**config.mk**
```make
export PLATFORM = sky130hd
export DESIGN_NAME = la_aopipe
export DESIGN_NICKNAME = d
export VERILOG_FILES = /design/src/rtl/la_aopipe_pkg.sv /design/src/rtl/la_aopipe_stage.sv /design/src/rtl/la_aopipe.sv
export SDC_FILE = /design/constraint.sdc
export NUM_CORES = 1
export LEC_CHECK = 0
export ABC_AREA = 1
export BUFFER_PORTS_ARGS = -buffer_cell sky130_fd_sc_hd__buf_4
export CAP_MARGIN = 20
export CORE_MARGIN = 2
export CORE_UTILIZATION = 46
export DETAILED_ROUTE_END_ITERATION = 6
export PLACE_DENSITY_LB_ADDON = 0.25
export SETUP_SLACK_MARGIN = 0.2
export SLEW_MARGIN = 20
export SYNTH_ARGS = -nofsm -noshare
export SYNTH_HDL_FRONTEND = slang
export SYNTH_SLANG_ARGS = --single-unit
export TNS_END_PERCENT = 5
```
**constraint.sdc**
```tcl
create_clock -name clk -period 1.4 [get_ports clk]
set_input_delay 0.14 -clock clk [delete_from_list [all_inputs] [get_ports clk]]
set_output_delay 0.14 -clock clk [all_outputs]
set_load 0.1 [all_outputs]
```
**src/rtl/la_aopipe_pkg.sv**
```systemverilog
// rtl/la_aopipe_pkg.sv - mode constants and per-bit AND-OR reduction for la_aopipe
package la_aopipe_pkg;

    localparam logic [1:0] LA_AO  = 2'd0;
    localparam logic [1:0] LA_AOI = 2'd1;
    localparam logic [1:0] LA_OA  = 2'd2;
    localparam logic [1:0] LA_OAI = 2'd3;

    localparam int LA_MAX_OPS = 1024;

    // ops holds one bit slice of every operand, operand (g*k_n+k) at index g*k_n+k
    function automatic logic la_reduce_bit(input logic [LA_MAX_OPS-1:0] ops,
                                           input int g_n, input int k_n,
                                           input logic [1:0] mode);
        logic and_or;
        logic or_and;
        logic term_a;
        logic term_o;
        logic r;
        and_or = 1'b0;
        or_and = 1'b1;
        for (int g = 0; g < g_n; g++) begin
            term_a = 1'b1;
            term_o = 1'b0;
            for (int k = 0; k < k_n; k++) begin
                term_a = term_a & ops[g*k_n+k];
                term_o = term_o | ops[g*k_n+k];
            end
            and_or = and_or | term_a;
            or_and = or_and & term_o;
        end
        r = mode[1] ? or_and : and_or;
        return r ^ mode[0];
    endfunction

endpackage

```
**src/rtl/la_aopipe_stage.sv**
```systemverilog
// rtl/la_aopipe_stage.sv - one W-bit valid/ready register stage
module la_aopipe_stage
    import la_aopipe_pkg::*;
#(
    parameter string PROP = "DEFAULT",
    parameter int    W    = 8
) (
    input  logic         clk,
    input  logic         reset,
    input  logic         up_valid,
    input  logic [W-1:0] up_z,
    input  logic         dn_ready,
    output logic         dn_valid,
    output logic [W-1:0] dn_z
);

    logic         valid_q, valid_d;
    logic [W-1:0] z_q, z_d;
    logic         load;

    // Loading when empty lets bubbles collapse even while downstream stalls
    always_comb begin
        load    = !valid_q || dn_ready;
        valid_d = valid_q;
        z_d     = z_q;
        if (load) begin
            valid_d = up_valid;
            if (up_valid) begin
                z_d = up_z;
            end
        end
    end

    always_ff @(posedge clk or posedge reset) begin
        if (reset) begin
            valid_q <= 1'b0;
            z_q     <= '0;
        end else begin
            valid_q <= valid_d;
            z_q     <= z_d;
        end
    end

    assign dn_valid = valid_q;
    assign dn_z     = z_q;

endmodule

```
**src/rtl/la_aopipe.sv**
```systemverilog
// rtl/la_aopipe.sv - pipelined AO/AOI/OA/OAI reduction of G groups of K W-bit operands
module la_aopipe
    import la_aopipe_pkg::*;
#(
    parameter string PROP   = "DEFAULT",
    parameter int    W      = 8,
    parameter int    G      = 2,
    parameter int    K      = 3,
    parameter int    STAGES = 2
) (
    input  logic             clk,
    input  logic             reset,
    input  logic             in_valid,
    output logic             in_ready,
    input  logic [1:0]       in_mode,
    input  logic [G*K*W-1:0] in_data,
    output logic             out_valid,
    input  logic             out_ready,
    output logic [W-1:0]     out_z,
    output logic             busy
);

    logic [W-1:0]          f_z;
    logic [LA_MAX_OPS-1:0] col;

    always_comb begin
        f_z = '0;
        col = '0;
        for (int b = 0; b < W; b++) begin
            col = '0;
            for (int n = 0; n < G*K; n++) begin
                col[n] = in_data[n*W+b];
            end
            f_z[b] = la_reduce_bit(col, G, K, in_mode);
        end
    end

    if (STAGES == 0) begin : g_bypass
        assign out_valid = in_valid;
        assign out_z     = f_z;
        assign in_ready  = out_ready;
        assign busy      = 1'b0;
    end else begin : g_chain
        logic [STAGES:0] vc;
        logic [STAGES:0] rdy;
        logic [W-1:0]    zc [0:STAGES];

        assign vc[0] = in_valid;
        assign zc[0] = f_z;

        // Ready walks back from the output within one process to keep the chain acyclic
        always_comb begin
            rdy         = '0;
            rdy[STAGES] = out_ready;
            for (int i = STAGES - 1; i >= 0; i--) begin
                rdy[i] = rdy[i+1] || !vc[i+1];
            end
        end

        for (genvar i = 0; i < STAGES; i++) begin : g_stage
            la_aopipe_stage #(
                .PROP(PROP),
                .W   (W)
            ) u_stage (
                .clk     (clk),
                .reset   (reset),
                .up_valid(vc[i]),
                .up_z    (zc[i]),
                .dn_ready(rdy[i+1]),
                .dn_valid(vc[i+1]),
                .dn_z    (zc[i+1])
            );
        end

        assign in_ready  = rdy[0];
        assign out_valid = vc[STAGES];
        assign out_z     = zc[STAGES];
        assign busy      = |vc[STAGES:1];
    end

endmodule

```
==> results of run 1 <==
[repair_timing]
action / 4_1_cts / 5_1_grt
buffers inserted: 1 / 0
resized for setup: 5 / 0
setup endpoints to repair: 2 / 11
hold buffers: 1 / 0
hold endpoints to repair: 18 / 0
pin swaps: 1 / 0
[synthesized netlist by cell type, drive strengths merged]
library cell   n
buf            4
bufinv         1
dfrtp         18
inv           20
mux2           8
nand2         69
nand3         57
nor2          16
or2            1
[worst max-delay path by stage]
stage | from | endpoint | slack (ps) | cells after the start
after global routing | g_chain.g_stage[1].u_stage.dn_valid | busy | 20 | 2
after detailed placement | g_chain.g_stage[1].u_stage.dn_valid | busy | 230 | 2
after floorplan | g_chain.g_stage[1].u_stage.dn_valid | g_chain.g_stage[0].u_stage.dn_z[0] | -110 | 5
final | g_chain.g_stage[1].u_stage.dn_valid | busy | 50 | 2
after CTS | g_chain.g_stage[1].u_stage.dn_valid | busy | 30 | 2
after global placement | g_chain.g_stage[1].u_stage.dn_valid | busy | 250 | 2
[cell type report]
cell class / instances / share of cell area [%]
clock buffers: 4 / 1.87
inverters: 21 / 5.30
multi-input cells: 151 / 41.0
flip-flops and latches: 18 / 23.5
well taps: 31 / 2.00
repair buffers: 66 / 26.4
[worst max-delay path: cells and delay by family (launching register included)]
| family | cells | cell delay (ps) |
|---|---|---|
| flops | 1 | 510 |
| simple gates | 1 | 250 |
| buf+inv | 1 | 170 |
[through the flow]
stage               hold slack [ps]  power [W]  setup WS (ps)  utilization (%)  cell area [um2]
CTS                             126    0.00259           34.3             69.0             1940
global placement                264    0.00222            250             66.5             1870
finish                          131    0.00257           45.5             69.0             1940
detailed placement              266    0.00225            226             66.5             1870
floorplan                      78.6    0.00189           -110                -             1400
global route                    142    0.00269           15.2             69.0             1940
[power by group]
group / leakage (nW) / switching [W] / total [W] / internal, W
logic: 0.879 / 0.00104 / 0.00151 / 0.000469
registers: 0.215 / 0.0000901 / 0.000754 / 0.000664
clock network: 0.0210 / 0.000148 / 0.000306 / 0.000158
[layout by cell type (no fill, tap or decap)]
| cell | count |
|---|---|
| sky130_fd_sc_hd__buf_4 | 64 |
| sky130_fd_sc_hd__nand2_1 | 58 |
| sky130_fd_sc_hd__nand3_1 | 54 |
| sky130_fd_sc_hd__inv_1 | 18 |
| sky130_fd_sc_hd__nor2_1 | 16 |
| sky130_fd_sc_hd__dfrtp_1 | 16 |
| sky130_fd_sc_hd__nand2_2 | 9 |
| sky130_fd_sc_hd__mux2_4 | 8 |
| sky130_fd_sc_hd__clkbuf_4 | 3 |
| sky130_fd_sc_hd__nand2_4 | 2 |
| sky130_fd_sc_hd__nand3_2 | 2 |
| sky130_fd_sc_hd__inv_8 | 1 |
| sky130_fd_sc_hd__bufinv_8 | 1 |
| sky130_fd_sc_hd__nand3_4 | 1 |
| sky130_fd_sc_hd__inv_4 | 1 |
| sky130_fd_sc_hd__or2_4 | 1 |
| sky130_fd_sc_hd__clkbuf_8 | 1 |
| sky130_fd_sc_hd__dfrtp_2 | 1 |
| sky130_fd_sc_hd__dfrtp_4 | 1 |
| sky130_fd_sc_hd__dlygate4sd3_1 | 1 |
| sky130_fd_sc_hd__buf_12 | 1 |
[layer usage]
layer / track usage (%) / vias to the layer above / wire [um]
met4: 5.84 / 0 / 14
met1: 23.7 / 577 / 1350
met2: 32.4 / 46 / 1400
met3: 1.76 / 2 / 196
met5: 0 / - / 0
li1: - / 757 / -
[kinds of logic after synthesis]
logic type / count (synthesis) / synth area share, %
mux: 8 / 8.68
flops: 18 / 32.5
simple gates: 143 / 47.9
buf+inv: 25 / 10.8
[flip-flops by register name (all words and copies together) (netlist names)]
register,cells
g_chain.g_stage.u_stage.dn_z,16
g_chain.g_stage.u_stage.dn_valid,2
==> metrics.md, run 1 <==
| Metric | Value |
|---|---|
| Wirelength per Cell | 10.2 um |
| Count of vias placed by the detailed router | between 1000 and 1500 |
| Max capacitance violation total | 0 |
| Die height | between 50 and 60 um |
| Number of antenna violations at the first check in global routing | 0 |
| Seq/Total Area, Yosys | 32.5% |
| Number of placed instances, taps included | 285 |
| VDD IR max | 0.564 mV |
| Failing checks | design-rule violations |
| Leading cell types by total area after synthesis | sky130_fd_sc_hd__dfrtp_1, sky130_fd_sc_hd__nand3_1, sky130_fd_sc_hd__nand2_1, sky130_fd_sc_hd__mux2_4, sky130_fd_sc_hd__inv_1 |
| Reg area | ~460 um2 |
| R2r worst-path depth | 4 |
| Setup slack of the most critical reg-to-reg path | 100 ps |
| Layout filler cell count | ~250 |
| Clock tree from TritonCTS | yes |
| Max-slew violation total from the final report | 0 |
| Clk_lat worst skew | 290 ps |
| Reg2Reg Capture Point | g_chain.g_stage[1].u_stage.dn_z[7] |
| Endpoint required time on the critical path | 1260 ps |
| Fmax achieved | 738 MHz |
| Synthesis-stage register bit count | 18 |
| Critical path endpoint category | output pin |
| Total Routing Usage GR | between 10% and 20% |
| Startpoint class of the critical path | flip-flop |
| Outcome | finished, violations left |
| Multi-input gate area | slightly below 800 um2 |
| Number of H-tree branching levels | 1 |
| Net count of the mapped netlist | roughly 250 |
| Total of warnings raised by yosys | 0 |
| Setup TNS | 0 ps |
| Fraction of layout cells with a size suffix above 1 | 37.3% |
| Number of setup violations in the final report | 0 |
| Port Buf Inserts | 64 |
| Power density relative to cell area | 1330 nW/um2 |
| Global-route wire length before repair | just over 5000 um |
| Gp weighted congestion | 0.740 |
| Clock slew at reported path FFs | 100 ps |
| Num CTS Buffers | 3 |
| Remaining global-route overflow | 0 |
| Leakage power | between 1 and 1.5 nW |
| Post-detail-place hpwl | about 2500 um |
| Number of design rule violations left after detail routing | 4 |
| Maximum number of pins on one net before global-route repair | 19 |
| Area of the core region | about 2800 um2 |
| Measured slew at the worst slew-check pin | roughly 640 ps |
| Number of clock sinks | 18 |
| Crit path largest cell delay | between 500 and 600 ps |
| Clock Skews | approximately 7.7 ps |
| Depth of the worst hold-timing path | 3 |
| Cell area after synthesis | approximately 1400 um2 |
| Unrepaired setup endpoints after global routing | yes |
| Post-synthesis cell type count | 16 |
| End point of the most critical hold path | g_chain.g_stage[0].u_stage.dn_valid |
| DRT antenna net count | 0 |
| Worst reg2reg path startpoint | g_chain.g_stage[1].u_stage.dn_valid |
| Fraction of synthesized cell area taken by the top area cell type | 32.5% |
| Hold violation count in the final report | 0 |
| Min-Delay Startpoint | in_valid |
| Final wirelength | 2960 um |
| Hold Path Class | input port to flip-flop |
| Starting utilization of the core area | 49.3% |
| Cell Rows | 19 |
| Average via count per standard cell | 4.75 |
| Number of placed I/O pins | 65 |
| Biggest area consumer among synthesized cells | sky130_fd_sc_hd__dfrtp_1 |
| Post-synthesis cell count | 194 |
| Type of the worst setup path | flip-flop to output pin |
| Total inserted antenna cells | 0 |
| Root Buffer | sky130_fd_sc_hd__clkbuf_4 |
| Mean area per synthesized cell | 7.13 um2 |
| WP data arrival | 1210 ps |
| Area Growth Syn to Fin | 40.0% |
| Die Outline Area | about 3500 um2 |
| Post-Layout Cell Count | 291 |
| Chain of cells forming the critical path | or2_4 > buf_12 |
| Worst-path cell with the longest stage delay | sky130_fd_sc_hd__dfrtp_4 |
| Final min period | 1350 ps |
| Via count of the first global-routing pass | between 1000 and 1500 |
| Maximum buffer depth of the clock tree | 2 |
| 1st-pass router iterations | 7 |
| Final Net Count | 315 |
| Relative slew margins | 57.4% |
| Violation count after the first detailed-routing iteration | 43 |
| Share of the clock period used by the worst path | 96.8% |
| Top fanout value on the critical path | 3 |
| Overall die width | just under 60 um |
Note: power is estimated with default switching activity, not from simulation.
==> run 2: changes to the inputs <==
--- a/config.mk
+++ b/config.mk
@@ -5,11 +5,10 @@
 export SDC_FILE = /design/constraint.sdc
 export NUM_CORES = 1
 export LEC_CHECK = 0
-export ABC_AREA = 1
 export BUFFER_PORTS_ARGS = -buffer_cell sky130_fd_sc_hd__buf_4
 export CAP_MARGIN = 20
 export CORE_MARGIN = 2
-export CORE_UTILIZATION = 46
+export CORE_UTILIZATION = 43
 export DETAILED_ROUTE_END_ITERATION = 6
 export PLACE_DENSITY_LB_ADDON = 0.25
 export SETUP_SLACK_MARGIN = 0.2
==> constraint.sdc (replaced) <==
create_clock -name clk -period 1.3 [get_ports clk]
set_input_delay 0.13 -clock clk [delete_from_list [all_inputs] [get_ports clk]]
set_output_delay 0.13 -clock clk [all_outputs]
set_load 0.1 [all_outputs]
==> metrics.md, run 2 <==
| Metric | Value |
|---|---|
| Number of H-tree branching levels | 1 |
| Number of antenna violations at the first check in global routing | 0 |
| Hold Path Class | input port to flip-flop |
| Cell Rows | 18 |
| Synthesis-stage register bit count | 18 |
| Number of design rule violations left after detail routing | 0 |
| Reg2Reg Capture Point | g_chain.g_stage[0].u_stage.dn_z[3] |
| Top fanout value on the critical path | 3 |
| Final wirelength | 2550 um |
| VDD IR max | between 1 and 1.5 mV |
| Power density relative to cell area | around 1300 nW/um2 |
| Total inserted antenna cells | 0 |
| Area after DPL | 1660 um2 |
| Main combinational cell family by area after synthesis | simple AND/OR/NAND/NOR gates |
| Root Buffer | sky130_fd_sc_hd__clkbuf_4 |
| Number of clock sinks | 18 |
| Maximum number of pins on one net before global-route repair | 20 |
| Maximum buffer depth of the clock tree | 2 |
| Total of warnings raised by yosys | 0 |
| Number of placed I/O pins | 65 |
| Async S/R FF share, synth | 100% |
| Endpoint required time on the critical path | ~1200 ps |
| Clk_lat worst skew | about 280 ps |
| Startpoint class of the critical path | flip-flop |
| Min-Delay Startpoint | in_valid |
| Final min period | 1430 ps |
| Worst reg2reg path startpoint | g_chain.g_stage[0].u_stage.dn_valid |
| Remaining global-route overflow | 0 |
| Outcome | finished, violations left |
| Clock slew at reported path FFs | 90 ps |
| Max capacitance violation total | 0 |
| Flip-flop count of the largest register after layout | 16 |
| Leakage power | 0.851 nW |
| Count of vias placed by the detailed router | 1137 |
| Most Used Layer, Global Route | met2 |
| Area fraction in compound gates after synthesis | roughly a fifth |
| Xor and xnor area share after synthesis | 0% |
| Relative slew margins | around 76% |
| Cell area after synthesis | 1120 um2 |
| Die Outline Area | approximately 3000 um2 |
| Share of the clock period used by the worst path | 110% |
| R2r worst-path depth | 4 |
| End point of the most critical hold path | g_chain.g_stage[0].u_stage.dn_valid |
| Total Routing Usage GR | 18.4% |
| Design Area, Final | 1770 um2 |
| Setup slack of the most critical reg-to-reg path | -60 ps |
| Area Growth Syn to Fin | 57.7% |
| Number of setup violations in the final report | 10 |
| Wirelength per Cell | around 12 um |
| WP data arrival | 1300 ps |
| Most used flip-flop cell after synthesis | sky130_fd_sc_hd__dfrtp_1 |
| Starting utilization of the core area | 45.3% |
| Post-detail-place hpwl | 2180 um |
| DRT antenna net count | 0 |
| Most instantiated library cell after synthesis | sky130_fd_sc_hd__dfrtp_1 |
| Chain of cells forming the critical path | buf_6 > or2_4 > buf_12 |
| Global-route wire length before repair | roughly 4000 um |
| Seq/Total Area, Yosys | 40.1% |
| Port Buf Inserts | 64 |
| Fraction of layout cells with a size suffix above 1 | 48.6% |
| Max-slew violation total from the final report | 0 |
| Fraction of synthesized cell area taken by the top area cell type | 40.1% |
| Post-synthesis cell type count | 24 |
| Clock tree from TritonCTS | yes |
| Worst setup slack after placement | -123 ps |
| Fmax achieved | ~700 MHz |
| Most frequent standard cell in the layout excluding fill and tap cells | sky130_fd_sc_hd__buf_4 |
| Depth of the worst hold-timing path | 3 |
| Critical path endpoint category | output pin |
| Die height | 55.1 um |
| Portion of netlist area occupied by mux cells | 8.03% |
| Net count of the mapped netlist | 167 |
| Hold violation count in the final report | 0 |
| Clock Skews | 2.38 ps |
| Leading cell types by total area after synthesis | sky130_fd_sc_hd__dfrtp_1, sky130_fd_sc_hd__mux2_2, sky130_fd_sc_hd__nor3_1, sky130_fd_sc_hd__a311o_1, sky130_fd_sc_hd__or3b_1 |
| Average via count per standard cell | 5.34 |
| Type of the worst setup path | flip-flop to output pin |
| Met1 layer usage reported by global route | 23.9% |
| Number of enable-type register cells in the synthesized netlist | 0 |
| 1st-pass router iterations | 4 |
| Area of the core region | 2480 um2 |
| Final setup margin | -132 ps |
| Top library cells by usage in the layout, fill and taps aside | sky130_fd_sc_hd__buf_4, sky130_fd_sc_hd__dfrtp_1, sky130_fd_sc_hd__nor3_1 |
| Measured slew at the worst slew-check pin | 365 ps |
| GR Layer Usage met3 | 1.08% |
| Mean area per synthesized cell | about 9.9 um2 |
| Synthesized-area fraction occupied by adder cells | 0% |
| Via count of the first global-routing pass | 973 |
| Simple-gate share of the synthesized area | between 30% and 40% |
| Post-synthesis cell count | 113 |
| Worst-path cell with the longest stage delay | sky130_fd_sc_hd__dfrtp_4 |
| Overall die width | 55.1 um |
| Crit path largest cell delay | 500 ps |
| Final Net Count | 238 |
| Violation count after the first detailed-routing iteration | 7 |
| Worst Hold Margin | 110 ps |
| Gp weighted congestion | 0.677 |
| Biggest area consumer among synthesized cells | sky130_fd_sc_hd__dfrtp_1 |
| Unrepaired setup endpoints after global routing | yes |
| Met2 track demand over resource in global routing | 32.3% |
| Failing checks | negative setup slack |
| Most common library cells after synthesis | sky130_fd_sc_hd__dfrtp_1, sky130_fd_sc_hd__nor3_1, sky130_fd_sc_hd__o21ai_0 |
| Num CTS Buffers | 3 |
## run 2: cell type report
cell class | instances | area, um2
clock buffers | 4 | 36.3
repair buffers | 69 | 561
fillers | 195 | 707
inverters | 2 | 11.3
well taps | 30 | 37.5
multi-input cells | 90 | 669
flip-flops and latches | 18 | 455
## run 2: where the power goes
group,internal [W],total [W],leakage (nW),switching [W]
registers,0.000680,0.000753,0.216,0.0000724
logic,0.000396,0.00117,0.614,0.000772
clock network,0.000170,0.000328,0.0210,0.000158
## run 2: worst max-delay path, delay by kind of cell, from the launching register on
family	cells	cell delay, ps
AND/OR/NAND/NOR	1	230
buffers and inverters	2	290
flip-flops	1	500
## run 2: cell families (layout without fill, tap and decap cells)
| family | Yosys count | in the layout |
|---|---|---|
| AND/OR/NAND/NOR | 54 | 54 |
| AO/OA/AOI/OAI | 28 | 28 |
| flip-flops | 18 | 18 |
| multiplexers | 8 | 8 |
| buffers and inverters | 5 | 75 |
## run 2: how the worst max path moves through the flow
stage / start / end / slack [ps] / depth (start not counted)
4_1_cts: g_chain.g_stage[1].u_stage.dn_valid / busy / -140 / 3
6_report: g_chain.g_stage[1].u_stage.dn_valid / busy / -130 / 3
3_3_place_gp: g_chain.g_stage[1].u_stage.dn_valid / g_chain.g_stage[0].u_stage.dn_z[7] / -70 / 4
5_1_grt: g_chain.g_stage[1].u_stage.dn_valid / busy / -170 / 3
3_5_place_dp: g_chain.g_stage[1].u_stage.dn_valid / g_chain.g_stage[0].u_stage.dn_z[7] / -120 / 4
2_1_floorplan: g_chain.g_stage[1].u_stage.dn_valid / g_chain.g_stage[0].u_stage.dn_z[1] / -630 / 5
## run 2: timing repair
item | CTS | global route
pin swaps | 1 | 1
hold buffers | 1 | 0
gates resized for setup | 12 | 6
buffers inserted | 0 | 0
endpoints found under the hold margin | 18 | 0
endpoints found under the setup margin | 19 | 23
## run 2: routing by layer
layer,part of all wire [%],wire length (um),up-vias
met1,45,1150,514
met4,0.86,22,0
met3,5.5,139,2
met5,0,0,-
li1,-,-,579
met2,48,1230,42
## run 2: stage by stage
step / TNS (ps) / cells / total power [W] / util [%]
2_1_floorplan: -5910 / 113 / 0.00154 / -
3_3_place_gp: -801 / 208 / 0.00185 / 66.8
3_5_place_dp: -1590 / 208 / 0.00188 / 66.8
4_1_cts: -654 / 213 / 0.00224 / 70.6
5_1_grt: -1060 / 213 / 0.00236 / 71.5
6_report: -516 / 213 / 0.00225 / 71.5
